==> src/rtl/pc_sequencer.sv <==
// Architectural PC owner: fixed-priority next-PC select, fetch handshake, halt/resume, misaligned-target fault.
// Optional return-address stack enabled by defining PC_SEQUENCER_RAS_EN.
module pc_sequencer #(
   parameter int              XLEN         = 32,
   parameter logic [XLEN-1:0] RESET_VECTOR = XLEN'(32'h0000_0000),
   parameter logic [XLEN-1:0] FAULT_VECTOR = XLEN'(32'h0000_0100),
   parameter int              ALIGN_BITS   = 2,
   parameter int              RAS_DEPTH    = 4
) (
   input  logic            clk,
   input  logic            rst_n,
   output logic [XLEN-1:0] pc,
   output logic            pc_valid,
   input  logic            fetch_ready,
   input  logic            branch_taken,
   input  logic [XLEN-1:0] branch_target,
   input  logic            jump_valid,
   input  logic [XLEN-1:0] jump_target,
   input  logic            jump_use_ras,
   input  logic            ras_push,
   input  logic [XLEN-1:0] ras_push_addr,
   input  logic            trap_valid,
   input  logic [XLEN-1:0] trap_vector,
   input  logic            halt_req,
   input  logic            resume_req,
   output logic            halted,
   output logic            misalign_fault,
   output logic [XLEN-1:0] fault_addr
);

   typedef enum logic [1:0] {S_BOOT, S_RUN, S_HALT} state_t;

   state_t          state;
   logic            sel_valid;
   logic [XLEN-1:0] sel_target;
   logic            redirect;
   logic            misaligned;

`ifdef PC_SEQUENCER_RAS_EN
   localparam int PW = $clog2(RAS_DEPTH);

   logic [XLEN-1:0] ras_mem [RAS_DEPTH];
   logic [PW-1:0]   ras_ptr;
   logic [PW-1:0]   ras_top_idx;
   logic [XLEN-1:0] ras_top;
   logic            ras_pop;

   assign ras_top_idx = ras_ptr - PW'(1);
   assign ras_top     = ras_mem[ras_top_idx];
   // A return only consumes the stack when the jump actually wins arbitration and is applied.
   assign ras_pop     = redirect && !trap_valid && jump_valid && jump_use_ras;
`else
   localparam int unused_ras_depth = RAS_DEPTH;
   logic          unused_ras_inputs;
   assign unused_ras_inputs = ^{jump_use_ras, ras_push, ras_push_addr};
`endif

   always_comb begin
      sel_valid  = 1'b0;
      sel_target = '0;
      if (trap_valid) begin
         sel_valid  = 1'b1;
         sel_target = trap_vector;
      end else if (jump_valid) begin
         sel_valid  = 1'b1;
`ifdef PC_SEQUENCER_RAS_EN
         sel_target = jump_use_ras ? ras_top : jump_target;
`else
         sel_target = jump_target;
`endif
      end else if (branch_taken) begin
         sel_valid  = 1'b1;
         sel_target = branch_target;
      end
   end

   assign redirect   = sel_valid && ((state == S_RUN) || (state == S_HALT));
   assign misaligned = |sel_target[ALIGN_BITS-1:0];

   always_ff @(posedge clk) begin
      if (!rst_n) begin
         state          <= S_BOOT;
         pc             <= RESET_VECTOR;
         pc_valid       <= 1'b0;
         halted         <= 1'b0;
         misalign_fault <= 1'b0;
         fault_addr     <= '0;
      end else begin
         misalign_fault <= 1'b0;
         if (redirect) begin
            if (misaligned) begin
               pc             <= FAULT_VECTOR;
               misalign_fault <= 1'b1;
               fault_addr     <= sel_target;
            end else begin
               pc <= sel_target;
            end
         end else if ((state == S_RUN) && pc_valid && fetch_ready) begin
            pc <= pc + XLEN'(4);
         end

         case (state)
            S_BOOT: begin
               state    <= S_RUN;
               pc_valid <= 1'b1;
               halted   <= 1'b0;
            end
            S_RUN: begin
               if (halt_req) begin
                  state    <= S_HALT;
                  pc_valid <= 1'b0;
                  halted   <= 1'b1;
               end
            end
            S_HALT: begin
               if (resume_req) begin
                  state    <= S_RUN;
                  pc_valid <= 1'b1;
                  halted   <= 1'b0;
               end
            end
            default: begin
               state    <= S_BOOT;
               pc_valid <= 1'b0;
               halted   <= 1'b0;
            end
         endcase
      end
   end

`ifdef PC_SEQUENCER_RAS_EN
   // Push+pop together swaps the top entry in place, so the pointer stays put.
   always_ff @(posedge clk) begin
      if (!rst_n) begin
         ras_ptr <= '0;
         ras_mem <= '{default: '0};
      end else if (ras_pop && ras_push) begin
         ras_mem[ras_top_idx] <= ras_push_addr;
      end else if (ras_pop) begin
         ras_ptr <= ras_top_idx;
      end else if (ras_push) begin
         ras_mem[ras_ptr] <= ras_push_addr;
         ras_ptr          <= ras_ptr + PW'(1);
      end
   end
`endif

endmodule

==> config.mk <==
export PLATFORM = sky130hd
export DESIGN_NAME = pc_sequencer
export DESIGN_NICKNAME = d
export VERILOG_FILES = /design/src/rtl/pc_sequencer.sv
export SDC_FILE = /design/constraint.sdc
export NUM_CORES = 1
export LEC_CHECK = 0
export CAP_MARGIN = 20
export CORE_MARGIN = 3
export CORE_UTILIZATION = 44
export CTS_BUF_LIST = sky130_fd_sc_hd__clkbuf_4
export DETAILED_ROUTE_END_ITERATION = 8
export PLACE_DENSITY = 0.9
export SLEW_MARGIN = 15
export SYNTH_ARGS = -nofsm -noshare
export SYNTH_HDL_FRONTEND = slang
export SYNTH_SLANG_ARGS = --single-unit
==> constraint.sdc <==
create_clock -name clk -period 4.4 [get_ports clk]
set_input_delay 1.32 -clock clk [delete_from_list [all_inputs] [get_ports clk]]
set_output_delay 1.32 -clock clk [all_outputs]
set_load 0.02 [all_outputs]
==> Flow_metrics.wiki, run 1 <==
{| class="wikitable"
! Metric !! Value
|-
| CP max stage delay || 0.89 ns
|-
| Number of buffers inserted for hold repair after clock tree synthesis || 0
|-
| # IOs || 205
|-
| Vias after detailed routing || 4579
|-
| # resized after CTS || 0
|-
| Total power consumption of the routed design || 1.94 mW
|-
| X dimension of the die || 99.1 um
|-
| Most common cell after layout, fill and taps aside || sky130_fd_sc_hd__clkdlybuf4s50_1
|-
| Pwr dens || 342 nW/um2
|-
| Worst path bufs/invs || 1
|-
| Critical path startpoint category || input port
|-
| Max VDD drop || 188 uV
|-
| Maximum clock path buffer count || 2
|-
| Clock sink count || 68
|-
| Synthesis Warnings || 0
|-
| Portion of the clock cycle consumed by the worst path in the final layout || 0.780
|-
| Final design area excluding fillers || 5670 um2
|-
| Delay-heaviest family, CP || simple AND/OR/NAND/NOR gates
|-
| Die extent in y || 99.1 um
|-
| Critical Path Sink Type || flip-flop
|-
| Overflow left after global routing || 0
|-
| Headroom to the max-slew limit || 0.319
|-
| Initial DRC count || 378
|-
| Pre-antenna DRT Iters || 5
|-
| DR DRC count || 0
|-
| Maximum clock skew at final layout || 0.0163 ns
|-
| Worst min-delay path class || flip-flop to flip-flop
|-
| Number of H-tree levels || 3
|-
| Layout cells sized above 1 || 0.0612
|-
| Summed negative setup slack over all endpoints || 0 ns
|-
| Antenna violations before repair || 0
|-
| Class of the most critical setup path || input port to flip-flop
|-
| First-pass GRT wire length || 22200 um
|-
| Detailed placement HPWL || 10600 um
|-
| Number of pins exceeding their max-slew limit in the final report || 0
|-
| Highest routing layer actually used || met4
|-
| WL per Instance || 18.1 um
|-
| Syn_area_per_cell || 7.44 um2
|-
| Remaining number of nets flagged by the antenna check after routing || 0
|-
| Starting density of the core || 0.459
|-
| Final non-filler cell total || 775
|-
| Area of the mapped netlist || 3810 um2
|-
| Achievable clock frequency || 292 MHz
|-
| Placeable core region || 8300 um2
|-
| Seq cells post-synth || 68
|-
| Unrepaired setup endpoints after global routing || no
|-
| Via-to-Cell Ratio || 5.91
|-
| Net count of the mapped netlist || 655
|-
| Clock tree from TritonCTS || yes
|-
| Max-cap violations || 0
|-
| Post-Place Cells || 761
|-
| Endpoints failing setup || 0
|-
| Post-synthesis sequential area ratio || 0.357
|-
| Weighted congestion at the end of routability-driven global placement || 0.920
|-
| Area growth from synthesis to layout || 48.7%
|-
| Num CTS Buffers || 9
|-
| Antenna diode instance count || 0
|-
| CTS clk-pin slew, worst paths || 0.10 ns
|-
| Required time of the critical path || 4.72 ns
|-
| Total global routing track utilization || 0.282
|-
| Setup Fix Bufs, Post-CTS || 0
|-
| Leading cell types in the layout, fill and taps excluded || sky130_fd_sc_hd__clkdlybuf4s50_1 (169), sky130_fd_sc_hd__nand2_1 (107), sky130_fd_sc_hd__dfxtp_1 (68)
|-
| Maximum number of pins on one net before global-route repair || 61
|-
| Data arrival time at the worst-slack endpoint || 3.75 ns
|-
| Async set-or-reset flop fraction in the synthesized netlist || 0
|-
| Crit path time final || 3.43 ns
|-
| Root Buffer Master || sky130_fd_sc_hd__clkbuf_4
|-
| Leakage power total || 2.00 nW
|-
| Endpoints failing hold || 0
|-
| Status || finished clean
|-
| Total routed wire length on the met1 layer || 5230 um
|-
| Transition time of the tightest slew-check pin || 1.01 ns
|-
| Number of library cell types mapped by synthesis || 54
|-
| Number of flops mapped to enable cells by yosys || 0
|-
| WL met2 || 6880 um
|-
| Worst path setup slack after routing || 0.969 ns
|-
| Clock latency on the worst-skew pair || 0.41 ns
|-
| Critical-path maximum fanout || 15
|-
| Via count of the first global-routing pass || 4523
|-
| Placed instance area || 5550 um2
|-
| Met3 routed WL || 1460 um
|-
| Mapped Cells || 512
|-
| Chain of cells forming the critical path || clkdlybuf4s50_1 > nand3b_1 > a22oi_1 > nor4_2 > nand2_1 > o21ai_0
|-
| Number of input and output port buffers inserted || 170
|-
| Crit path max-delay cell type || sky130_fd_sc_hd__clkdlybuf4s50_1
|-
| FP Rows || 33
|-
| Routed wire length || 14100 um
|-
| Total die area || 9810 um2
|-
| Pre-CTS WS || 0.636 ns
|-
| # nets final || 810
|-
| Prevailing post-synth register cell || sky130_fd_sc_hd__dfxtp_1
|}
## worst paths after layout
| check | slack, ns | depth (start not counted) | startpoint | end |
|---|---|---|---|---|
| max | 0.97 | 6 | jump_valid | pc[28] |
| min | 0.46 | 2 | fault_addr[9] | fault_addr[9] |
| max reg2reg | 2.05 | 7 | state[0] | pc[28] |
| min reg2reg | 0.46 | 2 | fault_addr[9] | fault_addr[9] |
## sequential cells by signal (all words and copies together) (netlist names)
signal and cells:
fault_addr 32, pc 32, state 2, halted 1, misalign_fault 1
## cell type report
type                            count  area, um2
Multi-Input combinational cell    399       2260
Clock inverter                      4       42.5
Clock buffer                       10       75.1
Timing Repair Buffer              179       1760
Tap cell                          105        131
Inverter                           10       37.5
Sequential cell                    68       1360
Fill cell                         685       2630
## per-stage QoR
stage                     hold WS [ns]  utilization
after floorplan                  0.470            -
after global placement           0.442        0.669
after detailed placement         0.446        0.669
after CTS                        0.461        0.683
after global routing             0.484        0.683
final                            0.459        0.683
## kinds of logic (layout without fill, tap and decap cells)
family | Yosys count | after routing | share of synthesized area
flops | 68 | 68 | 0.357
mux | 2 | 2 | 0.00689
buf+inv | 45 | 203 | 0.0548
xor+xnor | 15 | 15 | 0.0345
fa+ha+maj | 5 | 5 | 0.0164
simple gates | 209 | 209 | 0.260
compound gates | 168 | 168 | 0.271
## metal layers
metal	vias to the layer above	track usage
met4	0	0.137
met1	2100	0.322
met2	287	0.476
met5	-	0
li1	2149	-
met3	43	0.0870
## cells in the mapped netlist (all sizes together), types with 3 or more instances
library cell	n	area share
clkbuf	23	0.031
nor4	4	0.012
o22ai	5	0.0082
nor3	9	0.012
ha	5	0.016
and2	8	0.013
nand4	15	0.029
and3	6	0.0099
a21oi	49	0.064
buf	12	0.014
nand3	15	0.020
or4	3	0.0069
inv	10	0.0099
a221oi	3	0.0069
o21ai	53	0.070
xor2	12	0.028
nor2	31	0.031
nand2	107	0.11
dfxtp	68	0.36
xnor2	3	0.0069
a22oi	32	0.064
nor2b	4	0.0066
a31oi	5	0.0082
o211ai	3	0.0059
## tightest hold or removal path, stage by stage, from the launching register on
cell and delay (ns):
sky130_fd_sc_hd__dfxtp_1 0.32, sky130_fd_sc_hd__nand2_1 0.05, sky130_fd_sc_hd__a21oi_1 0.05
## power breakdown
part | total [mW] | internal, mW | switching [mW]
combinational | 0.805 | 0.341 | 0.464
sequential | 0.756 | 0.692 | 0.0643
clock | 0.379 | 0.169 | 0.209
Power figures use the tool's default switching activity.
==> run 2, diff against run 1 <==
--- a/config.mk
+++ b/config.mk
@@ -7,10 +7,10 @@
 export LEC_CHECK = 0
 export CAP_MARGIN = 20
 export CORE_MARGIN = 3
-export CORE_UTILIZATION = 44
+export CORE_UTILIZATION = 41
 export CTS_BUF_LIST = sky130_fd_sc_hd__clkbuf_4
 export DETAILED_ROUTE_END_ITERATION = 8
-export PLACE_DENSITY = 0.9
+export PLACE_DENSITY = 0.85
 export SLEW_MARGIN = 15
 export SYNTH_ARGS = -nofsm -noshare
 export SYNTH_HDL_FRONTEND = slang
==> constraint.sdc (replaced) <==
create_clock -name clk -period 3.3 [get_ports clk]
set_input_delay 0.99 -clock clk [delete_from_list [all_inputs] [get_ports clk]]
set_output_delay 0.99 -clock clk [all_outputs]
set_load 0.02 [all_outputs]
==> run 2 against run 1 <==
Cell count up 2.2%. Non-clock buffer count increased by 12. Clock skew is 0.0025 ns lower. Largest power group unchanged. Final area grew 2.4%. Critical path type unchanged. Clock-buffer cell count grew 1. Wire length rose by 3.5%. Critical path depth unchanged.
==> Flow_metrics.wiki, run 2 (same netlist as run 1, synthesis figures left out) <==
{| class="wikitable"
! Metric !! Value
|-
| Status || finished clean
|-
| Critical path startpoint category || input port
|-
| Total global routing track utilization || 0.264 (-0.0177)
|-
| Endpoints failing setup || 0 (unchanged)
|-
| Antenna violations before repair || 0 (unchanged)
|-
| Most common cell after layout, fill and taps aside || sky130_fd_sc_hd__clkdlybuf4s50_1
|-
| Placeable core region || 8890 um2 (+7.1%)
|-
| DR DRC count || 0 (unchanged)
|-
| WL per Instance || 18.4 um (+1.3%)
|-
| Worst path bufs/invs || 2 (+1)
|-
| Initial DRC count || 255 (-33%)
|-
| Clock latency on the worst-skew pair || 0.41 ns (about the same)
|-
| Die extent in y || 102 um (+3.4%)
|-
| CP max stage delay || 0.62 ns (-0.27 ns)
|-
| Num CTS Buffers || 9 (unchanged)
|-
| Weighted congestion at the end of routability-driven global placement || 0.942 (+2.3%)
|-
| Max VDD drop || 262 uV (+39%)
|-
| Placed instance area || 5670 um2 (+2.1%)
|-
| Pwr dens || 465 nW/um2 (+36%)
|-
| Worst min-delay path class || flip-flop to flip-flop
|-
| Remaining number of nets flagged by the antenna check after routing || 0 (unchanged)
|-
| Top Registers || fault_addr: 32 flops, pc: 32 flops, state: 2 flops
|-
| Area growth from synthesis to layout || 52.3%
|-
| Total die area || 10500 um2 (+6.9%)
|-
| Leading cell types in the layout, fill and taps excluded || sky130_fd_sc_hd__clkdlybuf4s50_1 (169), sky130_fd_sc_hd__nand2_1 (107), sky130_fd_sc_hd__dfxtp_1 (68)
|-
| Achievable clock frequency || 355 MHz
|-
| Headroom to the max-slew limit || 0.469 (+0.151)
|-
| Number of buffers inserted for hold repair after clock tree synthesis || 0 (unchanged)
|-
| Summed negative setup slack over all endpoints || 0 ns (unchanged)
|-
| Layout cells sized above 1 || 0.0819 (+0.0207)
|-
| Number of H-tree levels || 3 (unchanged)
|-
| Final design area excluding fillers || 5800 um2 (+2.4%)
|-
| Class of the most critical setup path || input port to flip-flop
|-
| Maximum clock skew at final layout || 0.0138 ns (-0.00253 ns)
|-
| Delay-heaviest family, CP || compound AO/OA/AOI/OAI gates
|-
| Pre-antenna DRT Iters || 5 (unchanged)
|-
| Vias after detailed routing || 4579 (unchanged)
|-
| Crit path time final || 2.81 ns
|-
| Unrepaired setup endpoints after global routing || no
|-
| Number of pins exceeding their max-slew limit in the final report || 0 (unchanged)
|-
| Clock sink count || 68 (unchanged)
|-
| FP Rows || 34 (+3.0%)
|-
| Maximum clock path buffer count || 2 (unchanged)
|-
| Max-cap violations || 0 (unchanged)
|-
| Detailed placement HPWL || 11100 um (+5.1%)
|-
| Final hold slack || 0.466 ns (+0.00777 ns)
|-
| Critical-path maximum fanout || 15 (unchanged)
|-
| # resized after CTS || 0 (unchanged)
|-
| Endpoints failing hold || 0 (unchanged)
|-
| Clock tree from TritonCTS || yes
|-
| CTS clk-pin slew, worst paths || 0.11 ns (about the same)
|-
| X dimension of the die || 102 um (+3.4%)
|-
| Transition time of the tightest slew-check pin || 0.789 ns (-0.225 ns)
|-
| Data arrival time at the worst-slack endpoint || 3.12 ns (-0.63 ns)
|-
| Portion of the clock cycle consumed by the worst path in the final layout || 0.853
|-
| Chain of cells forming the critical path || clkdlybuf4s50_1 > o31ai_2 > buf_4 > nand2_1 > a41oi_1 > o21ai_0
|-
| # IOs || 205 (unchanged)
|-
| Antenna diode instance count || 0 (unchanged)
|-
| Total power consumption of the routed design || 2.70 mW (+39%)
|-
| Setup Fix Bufs, Post-CTS || 0 (unchanged)
|-
| First-pass GRT wire length || 21500 um (-3.0%)
|-
| Routed wire length || 14500 um (+3.5%)
|-
| # nets final || 822 (+1.5%)
|-
| Number of input and output port buffers inserted || 170 (unchanged)
|-
| Overflow left after global routing || 0 (unchanged)
|-
| Via-to-Cell Ratio || 5.78 (-2.1%)
|-
| Starting density of the core || 0.429 (-0.0306)
|-
| Leakage power total || 2.08 nW (+3.8%)
|-
| Root Buffer Master || sky130_fd_sc_hd__clkbuf_4
|-
| Required time of the critical path || 3.61 ns (-1.11 ns)
|-
| Maximum number of pins on one net before global-route repair || 39 (-36%)
|-
| Critical Path Sink Type || flip-flop
|-
| Via count of the first global-routing pass || 4380 (-3.2%)
|-
| Crit path max-delay cell type || sky130_fd_sc_hd__o31ai_2
|}
## run 2: cell types whose count changed in the layout (fill, tap and decap cells not counted), sizes merged
cell / before / now
buf: 10 / 22
clkbuf: 10 / 11
clkinv: 3 / 4
## run 2: per-stage QoR
stage,setup WS (ns),util,instances
finish,0.486,0.653,792
global route,0.373,0.653,792
CTS,0.521,0.653,792
detailed placement,0.0897,0.638,776
global placement,0.157,0.638,776
floorplan,0.973,-,512
## run 2: power by group
part	internal (mW)	switching, mW	total, mW
clock	0.245	0.313	0.558
combinational	0.491	0.641	1.13
sequential	0.922	0.0881	1.01
## run 2: per-layer routing
metal  track usage  up-vias  part of all wire
met1         0.305     2121              0.39
met5             0        -                 0
li1              -     2174                 -
met4         0.107        0             0.028
met3        0.0587       32             0.088
met2         0.470      252              0.50
## run 2: final timing paths
path             startpoint              to  slack, ns  cells past startpoint
max            branch_taken          pc[15]       0.49                      6
min          fault_addr[21]  fault_addr[21]       0.47                      2
max reg2reg           pc[2]          pc[18]       1.11                      6
min reg2reg  fault_addr[21]  fault_addr[21]       0.47                      2
## run 2: final cells by class
class                   instances  area, um2
well taps                     108        135
clock inverters                 5       52.6
repair buffers                191       1880
multi-input cells             399       2260
clock buffers                  11       82.6
inverters                      10       37.5
fillers                       764       3090
flip-flops and latches         68       1360
## run 2: tightest hold or removal path: cells and delay by family (launching register included)
family | cells | cell delay, ns
simple gates | 1 | 0.05
compound gates | 1 | 0.05
flops | 1 | 0.33
